File: config.mk
export PLATFORM = sky130hd
export DESIGN_NAME = imem_port_arbiter
export DESIGN_NICKNAME = d
export VERILOG_FILES = /design/src/rtl/imem_port_arbiter_pkg.sv /design/src/rtl/imem_port_arbiter_rr_arb2.sv /design/src/rtl/imem_port_arbiter.sv
export SDC_FILE = /design/constraint.sdc
export NUM_CORES = 1
export LEC_CHECK = 0
export ABC_CLOCK_PERIOD_IN_PS = 3350
export BUFFER_PORTS_ARGS = -buffer_cell sky130_fd_sc_hd__buf_2
export CORE_AREA = 2 2 95 97
export CTS_CLUSTER_SIZE = 30
export DETAILED_ROUTE_END_ITERATION = 8
export DIE_AREA = 0 0 97 99
export PLACE_DENSITY_LB_ADDON = 0.25
export RECOVER_POWER = 100
export SYNTH_ARGS = -nofsm -noshare
export SYNTH_HDL_FRONTEND = slang
export SYNTH_SLANG_ARGS = --single-unit
File: constraint.sdc
create_clock -name CLK -period 3.35 [get_ports CLK]
set_input_delay 0.1675 -clock CLK [delete_from_list [all_inputs] [get_ports CLK]]
set_output_delay 0.1675 -clock CLK [all_outputs]
set_load 0.05 [all_outputs]
File: src/rtl/imem_port_arbiter_pkg.sv
// Shared definitions for the instruction-memory port arbiter:
// the response-owner encoding, the default address width and the error data.
package imem_port_arbiter_pkg;

    // Default word-address width (32-word memory).
    localparam int AW_DEFAULT = 5;

    // Data returned with every error or write-acknowledge response.
    localparam logic [31:0] ERR_RDATA = 32'h0000_0000;

    // Which requester owns the response that is due in the current cycle.
    typedef enum logic [1:0] {
        OWN_NONE  = 2'd0,
        OWN_FETCH = 2'd1,
        OWN_LOAD  = 2'd2
    } owner_t;

    // A byte address is unusable if it is not word aligned or lies past the memory.
    function automatic logic addr_bad(input logic [31:0] addr, input int aw);
        return (addr[1:0] != 2'b00) || ((addr >> (aw + 2)) != 32'd0);
    endfunction

endpackage

File: src/rtl/imem_port_arbiter_rr_arb2.sv
// Two-way round-robin arbiter. Grants are combinational from the requests;
// the pointer remembers which side won most recently.
module rr_arb2 (
    input  logic CLK,
    input  logic RST,
    input  logic req0,
    input  logic req1,
    output logic gnt0,
    output logic gnt1
);

    // 1 = requester 1 was granted last, so requester 0 wins the next contention.
    logic last1;

    // Grant the sole requester, or on contention the one not granted last.
    always_comb begin
        gnt0 = req0 && (!req1 || last1);
        gnt1 = req1 && (!req0 || !last1);
    end

    // Track the most recent winner; reset favours requester 0 on first contention.
    // NOTE: sequential state uses non-blocking assignments so every flop samples pre-edge values.
    always_ff @(posedge CLK or posedge RST) begin
        if (RST) begin
            last1 <= 1'b1;
        end else if (gnt0) begin
            last1 <= 1'b0;
        end else if (gnt1) begin
            last1 <= 1'b1;
        end
    end

endmodule

File: src/rtl/imem_port_arbiter.sv
// Instruction-memory port arbiter: shares one single-port memory between the
// fetch unit and a loader/debug port. One-cycle, fully pipelined responses.
module imem_port_arbiter
    import imem_port_arbiter_pkg::*;
#(
    parameter int AW = AW_DEFAULT
) (
    input  logic          CLK,
    input  logic          RST,
    input  logic          f_req,
    input  logic [31:0]   f_addr,
    input  logic          f_flush,
    output logic          f_gnt,
    output logic          f_rvalid,
    output logic [31:0]   f_rdata,
    output logic          f_err,
    input  logic          l_req,
    input  logic          l_we,
    input  logic [31:0]   l_addr,
    input  logic [31:0]   l_wdata,
    output logic          l_gnt,
    output logic          l_rvalid,
    output logic [31:0]   l_rdata,
    output logic          l_err,
    output logic          mem_en,
    output logic          mem_we,
    output logic [AW-1:0] mem_addr,
    output logic [31:0]   mem_wdata,
    input  logic [31:0]   mem_rdata
);

    logic        f_bad;
    logic        l_bad;
    logic [31:0] sel_addr;
    owner_t      rsp_owner;
    logic        rsp_err;
    logic        rsp_wr;

    // Requests are masked during reset so no grant or memory access can appear.
    rr_arb2 u_arb (
        .CLK  (CLK),
        .RST  (RST),
        .req0 (f_req && !RST),
        .req1 (l_req && !RST),
        .gnt0 (f_gnt),
        .gnt1 (l_gnt)
    );

    // Decode the granted address and drive the memory port for this cycle.
    // NOTE: every always_comb output gets a default first so no latch is inferred.
    always_comb begin
        f_bad     = addr_bad(f_addr, AW);
        l_bad     = addr_bad(l_addr, AW);
        sel_addr  = l_gnt ? l_addr : f_addr;
        mem_en    = (f_gnt && !f_bad) || (l_gnt && !l_bad);
        mem_we    = l_gnt && !l_bad && l_we;
        mem_addr  = sel_addr[AW+1:2];
        mem_wdata = l_gnt ? l_wdata : 32'd0;
    end

    // Register the owner and response kind at grant so the response lands one cycle later.
    // NOTE: asynchronous reset drops any in-flight response immediately.
    always_ff @(posedge CLK or posedge RST) begin
        if (RST) begin
            rsp_owner <= OWN_NONE;
            rsp_err   <= 1'b0;
            rsp_wr    <= 1'b0;
        end else begin
            rsp_owner <= f_gnt ? OWN_FETCH : (l_gnt ? OWN_LOAD : OWN_NONE);
            rsp_err   <= f_gnt ? f_bad : (l_gnt && l_bad);
            rsp_wr    <= l_gnt && l_we;
        end
    end

    // Route the response to its owner; the other side sees all zeros.
    always_comb begin
        f_rvalid = (rsp_owner == OWN_FETCH) && !f_flush;
        f_err    = f_rvalid && rsp_err;
        f_rdata  = (f_rvalid && !rsp_err) ? mem_rdata : ERR_RDATA;
        l_rvalid = (rsp_owner == OWN_LOAD);
        l_err    = l_rvalid && rsp_err;
        l_rdata  = (l_rvalid && !rsp_err && !rsp_wr) ? mem_rdata : ERR_RDATA;
    end

endmodule

After elaboration in Yosys (flattened, before gate mapping):

Cells that the tools add are included.

* shifts and indexed selects: 0
* bitwise operators: 0
* div/mod/pow operators: 0
* add/sub/neg operators: 0
* equality and inequality tests: 2
* magnitude comparators: 0
* $mul: 0
* reductions and logical operators: 34
* mux-type cells: 9

Operators with widths (count)
* $mux W32: 3
* $reduce_bool A32 Y1: 2
* $logic_and A1 B1 Y1: 15
* $logic_not A1 Y1: 9
* $mux W7: 1
* $reduce_bool A2 Y1: 3
* $logic_or A1 B1 Y1: 5
* $mux W2: 2
* $mux W1: 3
* $eq A2 B1 Y1 const B: 1
* $eq A2 B2 Y1 const B: 1

* memory bits (read-only): 0
* input bits: 134
* memory bits (writable): 0
* memories kept: 0
* logic and storage cells: 49
* bits in latches: 0
* output and inout bits: 109
* register bits after elaboration: 5

Logic depth before layout (Yosys ltp):

Gate-level depths: netlist of the first run.

* depth in word-level cells: 7
* gate-level depth with buffers: 5
* mapped depth without buffers: 4

Modules after synthesis:

From an unflattened synthesis of the first run, not the netlist that was laid out.

* cell total of the unflattened synthesis: 158
* area, all modules: 1138.6 µm²

By module, submodules not included
* imem_port_arbiter: seq. area each 100.1 µm², instances 1, area an instance 1081.0 µm², cells each 151
* rr_arb2: seq. area each 26.3 µm², instances 1, area an instance 57.6 µm², cells each 7

Worst setup path after synthesis of the first run:

Ideal clock, no wire load.

* path type: reg-to-output
* start: register u_arb.last1
* end: output mem_en
* path slack: 1.188 ns
* data arrival time: 1.995 ns
* data required time: 3.182 ns
* cell stages (with the launch flop): 4
* path buffers: 0
* cell sequence: dfstp_2 > inv_1 > a21oi_1 > a22o_1

* elaborated cells between the ends (all ways): 8
* classes of those cells: reduce/logical: 8

RTL lines
* start: declaration: line imem_port_arbiter_rr_arb2.sv:13 `logic last1;`
* start signal: assignment: line imem_port_arbiter_rr_arb2.sv:25 `last1 <= 1'b1;`
* start signal: assignment: line imem_port_arbiter_rr_arb2.sv:27 `last1 <= 1'b0;`
* start signal: assignment: line imem_port_arbiter_rr_arb2.sv:29 `last1 <= 1'b1;`
* $logic_or A1 B1 Y1: line imem_port_arbiter_rr_arb2.sv:17 `gnt0 = req0 && (!req1 || last1);`
* $logic_and A1 B1 Y1: line imem_port_arbiter_rr_arb2.sv:17
* net f_gnt: line imem_port_arbiter.sv:13 `output logic f_gnt,`
* $logic_and A1 B1 Y1: line imem_port_arbiter.sv:55 `mem_en = (f_gnt && !f_bad) || (l_gnt && !l_bad);`
* $logic_or A1 B1 Y1: line imem_port_arbiter.sv:55
* end: declaration: line imem_port_arbiter.sv:25 `output logic mem_en,`

The timed path passes the listed nets, and every way through them passes these cells.

Worst setup path after layout of the first run:

* start: register rsp_owner[1]
* end: output f_rdata[30]

* longest elaborated chain between the ends: 4

RTL lines
* start: declaration: line imem_port_arbiter.sv:35 `owner_t rsp_owner;`
* start signal: assignment: line imem_port_arbiter.sv:69 `rsp_owner <= f_gnt ? OWN_FETCH : (l_gnt ? OWN_LOAD : OWN_NONE);`
* $eq A2 B1 Y1: line imem_port_arbiter.sv:77 `f_rvalid = (rsp_owner == OWN_FETCH) && !f_flush;`
* $logic_and A1 B1 Y1: line imem_port_arbiter.sv:77
* $logic_and A1 B1 Y1: line imem_port_arbiter.sv:79 `f_rdata = (f_rvalid && !rsp_err) ? mem_rdata : ERR_RDATA;`
* $mux W32: line imem_port_arbiter.sv:79
* end: declaration: line imem_port_arbiter.sv:15 `output logic [31:0] f_rdata,`

Every way passes these cells.

==> results.rst, run 1 <==
.. list-table::
   :header-rows: 1

   * - Metric
     - Value
   * - Run status
     - finished, final reports clean
   * - Pin count of the biggest net entering global routing
     - 42
   * - Worst relative slew slack
     - 0.110
   * - Final cycle utilization of the critical path
     - 0.770
   * - Floorplan Core Area
     - 0.00855 sq mm
   * - Number of flops mapped to enable cells by yosys
     - 0
   * - Global routing usage on met2
     - 0.222
   * - Area after detailed placement
     - 0.00241 sq mm
   * - # Max-Cap Violations
     - 0
   * - Element type at the critical path end
     - output pin
   * - Area growth syn-to-layout
     - 105%
   * - Sort of element at the start of the critical path
     - flop
   * - Number of global-route vias before repair
     - 1,847
   * - RSZ-0062 raised after global routing
     - false
   * - Number of inserted diodes
     - 0
   * - H-tree level count
     - 1
   * - Met1 Track Usage GR
     - 0.117
   * - Non-filler cells in the finished layout
     - 503
   * - Ratio of total power to cell area
     - 231 mW/mm^2
   * - CTS resizes
     - 0
   * - Most used flip-flop cell after synthesis
     - sky130_fd_sc_hd__dfrtp_1
   * - Buf/Inv on CP
     - 1
   * - Worst EP required
     - 3.18 ns
   * - M3 GR Usage
     - 0.0255
   * - Clock transition at the registers of the reported paths
     - 0.04 ns
   * - Cell count after placement
     - 498
   * - Number of placement rows
     - 34
   * - Setup slack of the most critical reg-to-reg path
     - 2.08 ns
   * - Max Clock Freq
     - 388 MHz
   * - Total Power Consumption
     - 0.544 mW
   * - Post-Synthesis Cells
     - 157
   * - Y dimension of the die
     - 99 um
   * - Aggregate global routing overflow
     - 0
   * - Busiest metal layer after global routing
     - met2
   * - RD Place Congestion
     - 0.816
   * - Number of endpoints failing setup at the final stage
     - 0
   * - Average vias per placed instance
     - 3.85
   * - Number of register bits inferred by synthesis
     - 5
   * - Number of design rule violations left after detail routing
     - 0
   * - Area of all placed cells without fillers
     - 0.00235 sq mm
   * - Async set or reset register ratio after synthesis
     - 1.00
   * - Root buffer selected by CTS
     - sky130_fd_sc_hd__clkbuf_8
   * - Fill cell total of the finished layout
     - 995
   * - Ordered list of cells on the worst path
     - nor3b_1, and2b_1, and2_1, clkbuf_1
   * - I/O pin total
     - 243
   * - Mean instance size in the synthesized netlist
     - 7.29 sq um
   * - Worst hold path class
     - primary input to flop
   * - First-pass GRT wire length
     - 8780 um
   * - Number of port buffers
     - 242
   * - Static Leak
     - 1.26 nW
   * - Die Span X
     - 97 um
   * - Worst voltage drop across the vdd grid
     - 0.0906 mV
   * - Fin Setup TNS
     - 0 ns
   * - Total count of hold-check failures in the final report
     - 0
   * - Total global-route track usage
     - 0.112
   * - Number of vias after detailed routing
     - 1,936
   * - Arrival time at the worst endpoint
     - 2.41 ns
   * - Synthesized Nets
     - 291
   * - Part of the Yosys area used for sequential elements
     - 0.110
   * - Yosys warnings
     - 0
   * - Initial core utilization
     - 0.134
   * - Max-slew violation count
     - 0
   * - Clock latency at the later pin of the worst-skew pair
     - 0.22 ns
   * - Biggest fanout along the worst timing path
     - 32
   * - Cell class contributing the biggest share of worst-path delay
     - simple AND/OR/NAND/NOR gates
   * - Number of antenna violations at the first check in global routing
     - 0
   * - Unique masters post-synth
     - 26
   * - Worst setup path category
     - flop to output pin
   * - Delay of the slowest critical-path stage
     - 0.70 ns
   * - Tightest Pin Transition
     - 1.33 ns
   * - Minimum period implied by the final worst setup slack
     - 2.58 ns
   * - Count of TritonRoute iterations in the first routing pass
     - 4
   * - Final layout net count
     - 530
   * - Critical-path top delay cell
     - sky130_fd_sc_hd__and2b_1
   * - Avg WL per Cell
     - 11.7 um
   * - Clk sink count
     - 5
   * - Half-perimeter wire length after placement
     - 5380 um
   * - Number of DRC violations after detailed-routing iteration 0
     - 16
   * - Share of final-layout standard cells stronger than drive strength 1
     - 0.443
   * - Total Die Area
     - 0.00960 sq mm
   * - Routed Wire Length
     - 5910 um
   * - Clock tree from TritonCTS
     - yes
   * - Worst Skew
     - 0.00517 ns
   * - Antenna-violating nets left
     - 0
   * - Num CTS Buffers
     - 3
   * - Mapped cell area
     - 0.00114 sq mm
   * - Number of buffers between clock root and the deepest sink
     - 2
## flip-flops by register name, indices dropped and copies added (netlist names)
name,flops
rsp_owner,2
rsp_err,1
rsp_wr,1
u_arb.last1,1
## per-stage QoR
step                       util  hold slack, ns  setup slack [ns]
after CTS                 0.288           0.193              1.15
after floorplan               -         -0.0547              1.19
after detailed placement  0.282           0.106              1.39
after global placement    0.282           0.108              1.52
final                     0.275           0.206             0.770
after global routing      0.275           0.211             0.524
## cell usage after synthesis, types with 2 or more instances
library cell               instances  area (sq um)
sky130_fd_sc_hd__mux2_1            5          56.3
sky130_fd_sc_hd__a21oi_1           2          10.0
sky130_fd_sc_hd__nand4_1           2          12.5
sky130_fd_sc_hd__dfrtp_1           4           100
sky130_fd_sc_hd__clkbuf_1          2          7.51
sky130_fd_sc_hd__nand2_1           2          7.51
sky130_fd_sc_hd__nand3_1           2          10.0
sky130_fd_sc_hd__o21ai_0           3          15.0
sky130_fd_sc_hd__and2_1           99           619
sky130_fd_sc_hd__nor2_1            2          7.51
sky130_fd_sc_hd__nor4_1           12          75.1
sky130_fd_sc_hd__inv_1             2          7.51
sky130_fd_sc_hd__nor3_1            2          10.0
sky130_fd_sc_hd__buf_6             6          67.6
## where the power goes
part	switching [mW]	internal, mW
registers	0.00625	0.0685
logic	0.248	0.109
clock network	0.0306	0.0818
## kinds of logic (layout without fill, tap and decap cells)
| logic type | count (synthesis) | after routing | share of synthesized area |
|---|---|---|---|
| compound gates | 7 | 7 | 0.0372 |
| mux | 5 | 5 | 0.0492 |
| flops | 5 | 5 | 0.110 |
| buf+inv | 12 | 250 | 0.0831 |
| simple gates | 128 | 128 | 0.720 |
## layer usage
metal  routed length (um)  part of all wire  up-vias
met5                    0                 0        -
met3                  612              0.10        2
met4                   46            0.0078        0
met2                 3060              0.52      142
met1                 2190              0.37      810
li1                     -                 -      982
## cells in the final DEF, fill, tap and decap left out
cell type                       count
sky130_fd_sc_hd__nand2_1            2
sky130_fd_sc_hd__nand3_1            2
sky130_fd_sc_hd__buf_2            166
sky130_fd_sc_hd__nor3b_1            1
sky130_fd_sc_hd__a21oi_1            2
sky130_fd_sc_hd__nor2b_4            1
sky130_fd_sc_hd__clkbuf_1          77
sky130_fd_sc_hd__and2_1            99
sky130_fd_sc_hd__clkbuf_8           3
sky130_fd_sc_hd__dlygate4sd3_1      1
sky130_fd_sc_hd__nor3b_2            1
sky130_fd_sc_hd__inv_1              2
sky130_fd_sc_hd__a21oi_2            1
sky130_fd_sc_hd__a22o_1             1
sky130_fd_sc_hd__nor4_1            12
sky130_fd_sc_hd__nand4_1            2
sky130_fd_sc_hd__nor2_1             2
sky130_fd_sc_hd__nand2b_1           2
sky130_fd_sc_hd__mux2_1             5
sky130_fd_sc_hd__buf_4              1
sky130_fd_sc_hd__and2b_1            1
sky130_fd_sc_hd__dfstp_2            1
sky130_fd_sc_hd__dfrtp_1            4
sky130_fd_sc_hd__nor3_1             2
sky130_fd_sc_hd__o21ai_0            3
sky130_fd_sc_hd__and2_2             1
## repair_timing
item | in CTS | in global routing
hold endpoints to repair | 4 | 0
hold buffers | 1 | 0
buffers inserted | 0 | 0
## worst paths after layout
kind | start | end | depth (start not counted)
max | rsp_owner[1]$_DFF_PP0_ | f_rdata[30] | 4
min reg2reg | u_arb.last1$_DFFE_PP1P_ | u_arb.last1$_DFFE_PP1P_ | 2
max reg2reg | u_arb.last1$_DFFE_PP1P_ | rsp_err$_DFF_PP0_ | 4
min in group asynchronous | RST | rsp_owner[1]$_DFF_PP0_ | 3
min | f_req | rsp_owner[1]$_DFF_PP0_ | 2
max in group asynchronous | RST | u_arb.last1$_DFFE_PP1P_ | 3
## area by class of cell
cell class | instances | area, sq um | area share
sequential | 5 | 126 | 0.0538
timing repair buffer | 244 | 1130 | 0.482
clock buffer | 4 | 45.0 | 0.0192
inverter | 2 | 7.51 | 0.00319
multi-input combinational | 140 | 902 | 0.384
tap | 108 | 135 | 0.0575
Power figures use the tool's default switching activity.
==> inputs of run 2 (changes only) <==
--- a/config.mk
+++ b/config.mk
@@ -5,7 +5,7 @@
 export SDC_FILE = /design/constraint.sdc
 export NUM_CORES = 1
 export LEC_CHECK = 0
-export ABC_CLOCK_PERIOD_IN_PS = 3350
+export ABC_CLOCK_PERIOD_IN_PS = 2150
 export BUFFER_PORTS_ARGS = -buffer_cell sky130_fd_sc_hd__buf_2
 export CORE_AREA = 2 2 95 97
 export CTS_CLUSTER_SIZE = 30
==> constraint.sdc (replaced) <==
create_clock -name CLK -period 2.15 [get_ports CLK]
set_input_delay 0.1075 -clock CLK [delete_from_list [all_inputs] [get_ports CLK]]
set_output_delay 0.1075 -clock CLK [all_outputs]
set_load 0.05 [all_outputs]
==> results.rst, run 2 (same netlist as run 1, synthesis figures left out) <==
.. list-table::
   :header-rows: 1

   * - Metric
     - Value
   * - Run status
     - finished, final reports clean
   * - Worst Skew
     - 0.000833 ns
   * - Ratio of total power to cell area
     - 351 mW/mm^2
   * - Initial core utilization
     - 0.134
   * - Routed Wire Length
     - 5880 um
   * - Total count of hold-check failures in the final report
     - 0
   * - Avg WL per Cell
     - 11.7 um
   * - Number of buffers between clock root and the deepest sink
     - 2
   * - Antenna-violating nets left
     - 0
   * - Tightest Pin Transition
     - 0.686 ns
   * - RD Place Congestion
     - 0.781
   * - Launch point of the worst hold path
     - f_req
   * - Worst EP required
     - 2.04 ns
   * - Half-perimeter wire length after placement
     - 5470 um
   * - Flip-flop count of the largest register, all copies and words added
     - 2
   * - Worst setup path category
     - primary input to output pin
   * - Fill cell total of the finished layout
     - 976
   * - First-pass GRT wire length
     - 8950 um
   * - Register ranked first by flip-flop count
     - rsp_owner
   * - Total global-route track usage
     - 0.115
   * - Biggest fanout along the worst timing path
     - 41
   * - H-tree level count
     - 1
   * - Number of placement rows
     - 34
   * - Clk sink count
     - 5
   * - Final layout net count
     - 531
   * - Worst hold path class
     - primary input to flop
   * - Number of port buffers
     - 242
   * - Number of inserted diodes
     - 0
   * - Floorplan Core Area
     - 0.00855 sq mm
   * - Die Span X
     - 97 um
   * - Number of DRC violations after detailed-routing iteration 0
     - 7
   * - Clock transition at the registers of the reported paths
     - 0.03 ns
   * - Critical-path top delay cell
     - sky130_fd_sc_hd__dlygate4sd3_1
   * - Max Clock Freq
     - 500 MHz
   * - Cell class contributing the biggest share of worst-path delay
     - buffers and inverters
   * - Area of all placed cells without fillers
     - 0.00247 sq mm
   * - Num CTS Buffers
     - 3
   * - Crit path launch
     - RST
   * - Static Leak
     - 1.48 nW
   * - Fin Setup TNS
     - 0 ns
   * - Root buffer selected by CTS
     - sky130_fd_sc_hd__clkbuf_8
   * - Worst relative slew slack
     - 0.545
   * - Delay of the slowest critical-path stage
     - 0.55 ns
   * - Y dimension of the die
     - 99 um
   * - Arrival time at the worst endpoint
     - 1.89 ns
   * - Aggregate global routing overflow
     - 0
   * - Clock tree from TritonCTS
     - yes
   * - Number of vias after detailed routing
     - 1,968
   * - Average vias per placed instance
     - 3.90
   * - Reg-to-reg critical path startpoint
     - u_arb.last1$_DFFE_PP1P_
   * - Max-slew violation count
     - 0
   * - Pin count of the biggest net entering global routing
     - 42
   * - Number of endpoints failing setup at the final stage
     - 0
   * - Area after detailed placement
     - 0.00242 sq mm
   * - Most common library cell in the layout ignoring fill and taps
     - sky130_fd_sc_hd__buf_2
   * - Buf/Inv on CP
     - 4
   * - Worst voltage drop across the vdd grid
     - 0.177 mV
   * - Minimum period implied by the final worst setup slack
     - 2.00 ns
   * - Ordered list of cells on the worst path
     - dlygate4sd3_1, clkbuf_1, nand2b_4, a21oi_2, buf_6, mux2_1, clkbuf_2
   * - RSZ-0062 raised after global routing
     - false
   * - Number of global-route vias before repair
     - 1,869
   * - Sort of element at the start of the critical path
     - primary input
   * - Element type at the critical path end
     - output pin
   * - Final cycle utilization of the critical path
     - 0.931
   * - Number of antenna violations at the first check in global routing
     - 0
   * - Count of TritonRoute iterations in the first routing pass
     - 4
   * - Total Die Area
     - 0.00960 sq mm
   * - Clock latency at the later pin of the worst-skew pair
     - 0.22 ns
   * - Area growth syn-to-layout
     - 115%
   * - Top library cells by usage in the layout, fill and taps aside
     - 134 x sky130_fd_sc_hd__buf_2, 103 x sky130_fd_sc_hd__clkbuf_2, 99 x sky130_fd_sc_hd__and2_1
   * - Share of final-layout standard cells stronger than drive strength 1
     - 0.629
   * - I/O pin total
     - 243
   * - # Max-Cap Violations
     - 0
   * - Number of design rule violations left after detail routing
     - 0
-- run 2: final cells by class --
type,count,area (sq um),share of cell area
Timing Repair Buffer,245,1230,0.499
Tap cell,108,135,0.0548
Sequential cell,5,126,0.0512
Inverter,2,7.51,0.00304
Clock buffer,4,45.0,0.0183
Multi-Input combinational cell,140,922,0.374
-- run 2: path summary, 6_finish.rpt --
path,end,slack (ns),depth (start not counted)
worst min-delay path,rsp_owner[1]$_DFF_PP0_,0.11,2
worst max register to register,rsp_err$_DFF_PP0_,0.98,4
worst max-delay path,mem_addr[2],0.15,7
max in group asynchronous,u_arb.last1$_DFFE_PP1P_,1.53,3
min in group asynchronous,rsp_err$_DFF_PP0_,0.38,3
worst min register to register,u_arb.last1$_DFFE_PP1P_,0.52,2
-- run 2: metrics by stage --
step	hold slack (ns)	std cells	utilization	total power, mW	worst slack [ns]
after floorplan	-0.115	157	-	0.499	0.0477
after global placement	0.0364	499	0.283	0.693	0.588
after detailed placement	0.0389	499	0.283	0.699	0.578
after CTS	0.109	504	0.289	0.876	0.0839
after global routing	0.114	504	0.288	0.918	0.0325
final	0.109	504	0.288	0.865	0.149
-- run 2: routing by layer --
layer  track usage  up-vias  part of all wire
met1         0.115      831              0.34
met4        0.0423        0             0.014
met5             0        -                 0
met3        0.0362        4              0.12
li1              -      987                 -
met2         0.223      146              0.52
-- run 2: worst reg2reg max path, delay by kind of cell, from the launching register on --
family | cells | cell delay, ns
AO/OA/AOI/OAI | 2 | 0.40
buffers and inverters | 1 | 0.05
flip-flops | 1 | 0.56
AND/OR/NAND/NOR | 1 | 0.10
-- run 2: where the power goes --
group          switching, mW  internal (mW)
combinational          0.388          0.185
clock                 0.0459          0.127
sequential            0.0116          0.107
total                  0.446          0.419
-- run 2: repair_timing --
item                                    CTS  global route
endpoints found under the setup margin    0             1
buffers inserted                          0             0
hold buffers                              1             0
endpoints found under the hold margin     4             0
resized for setup                         0             1
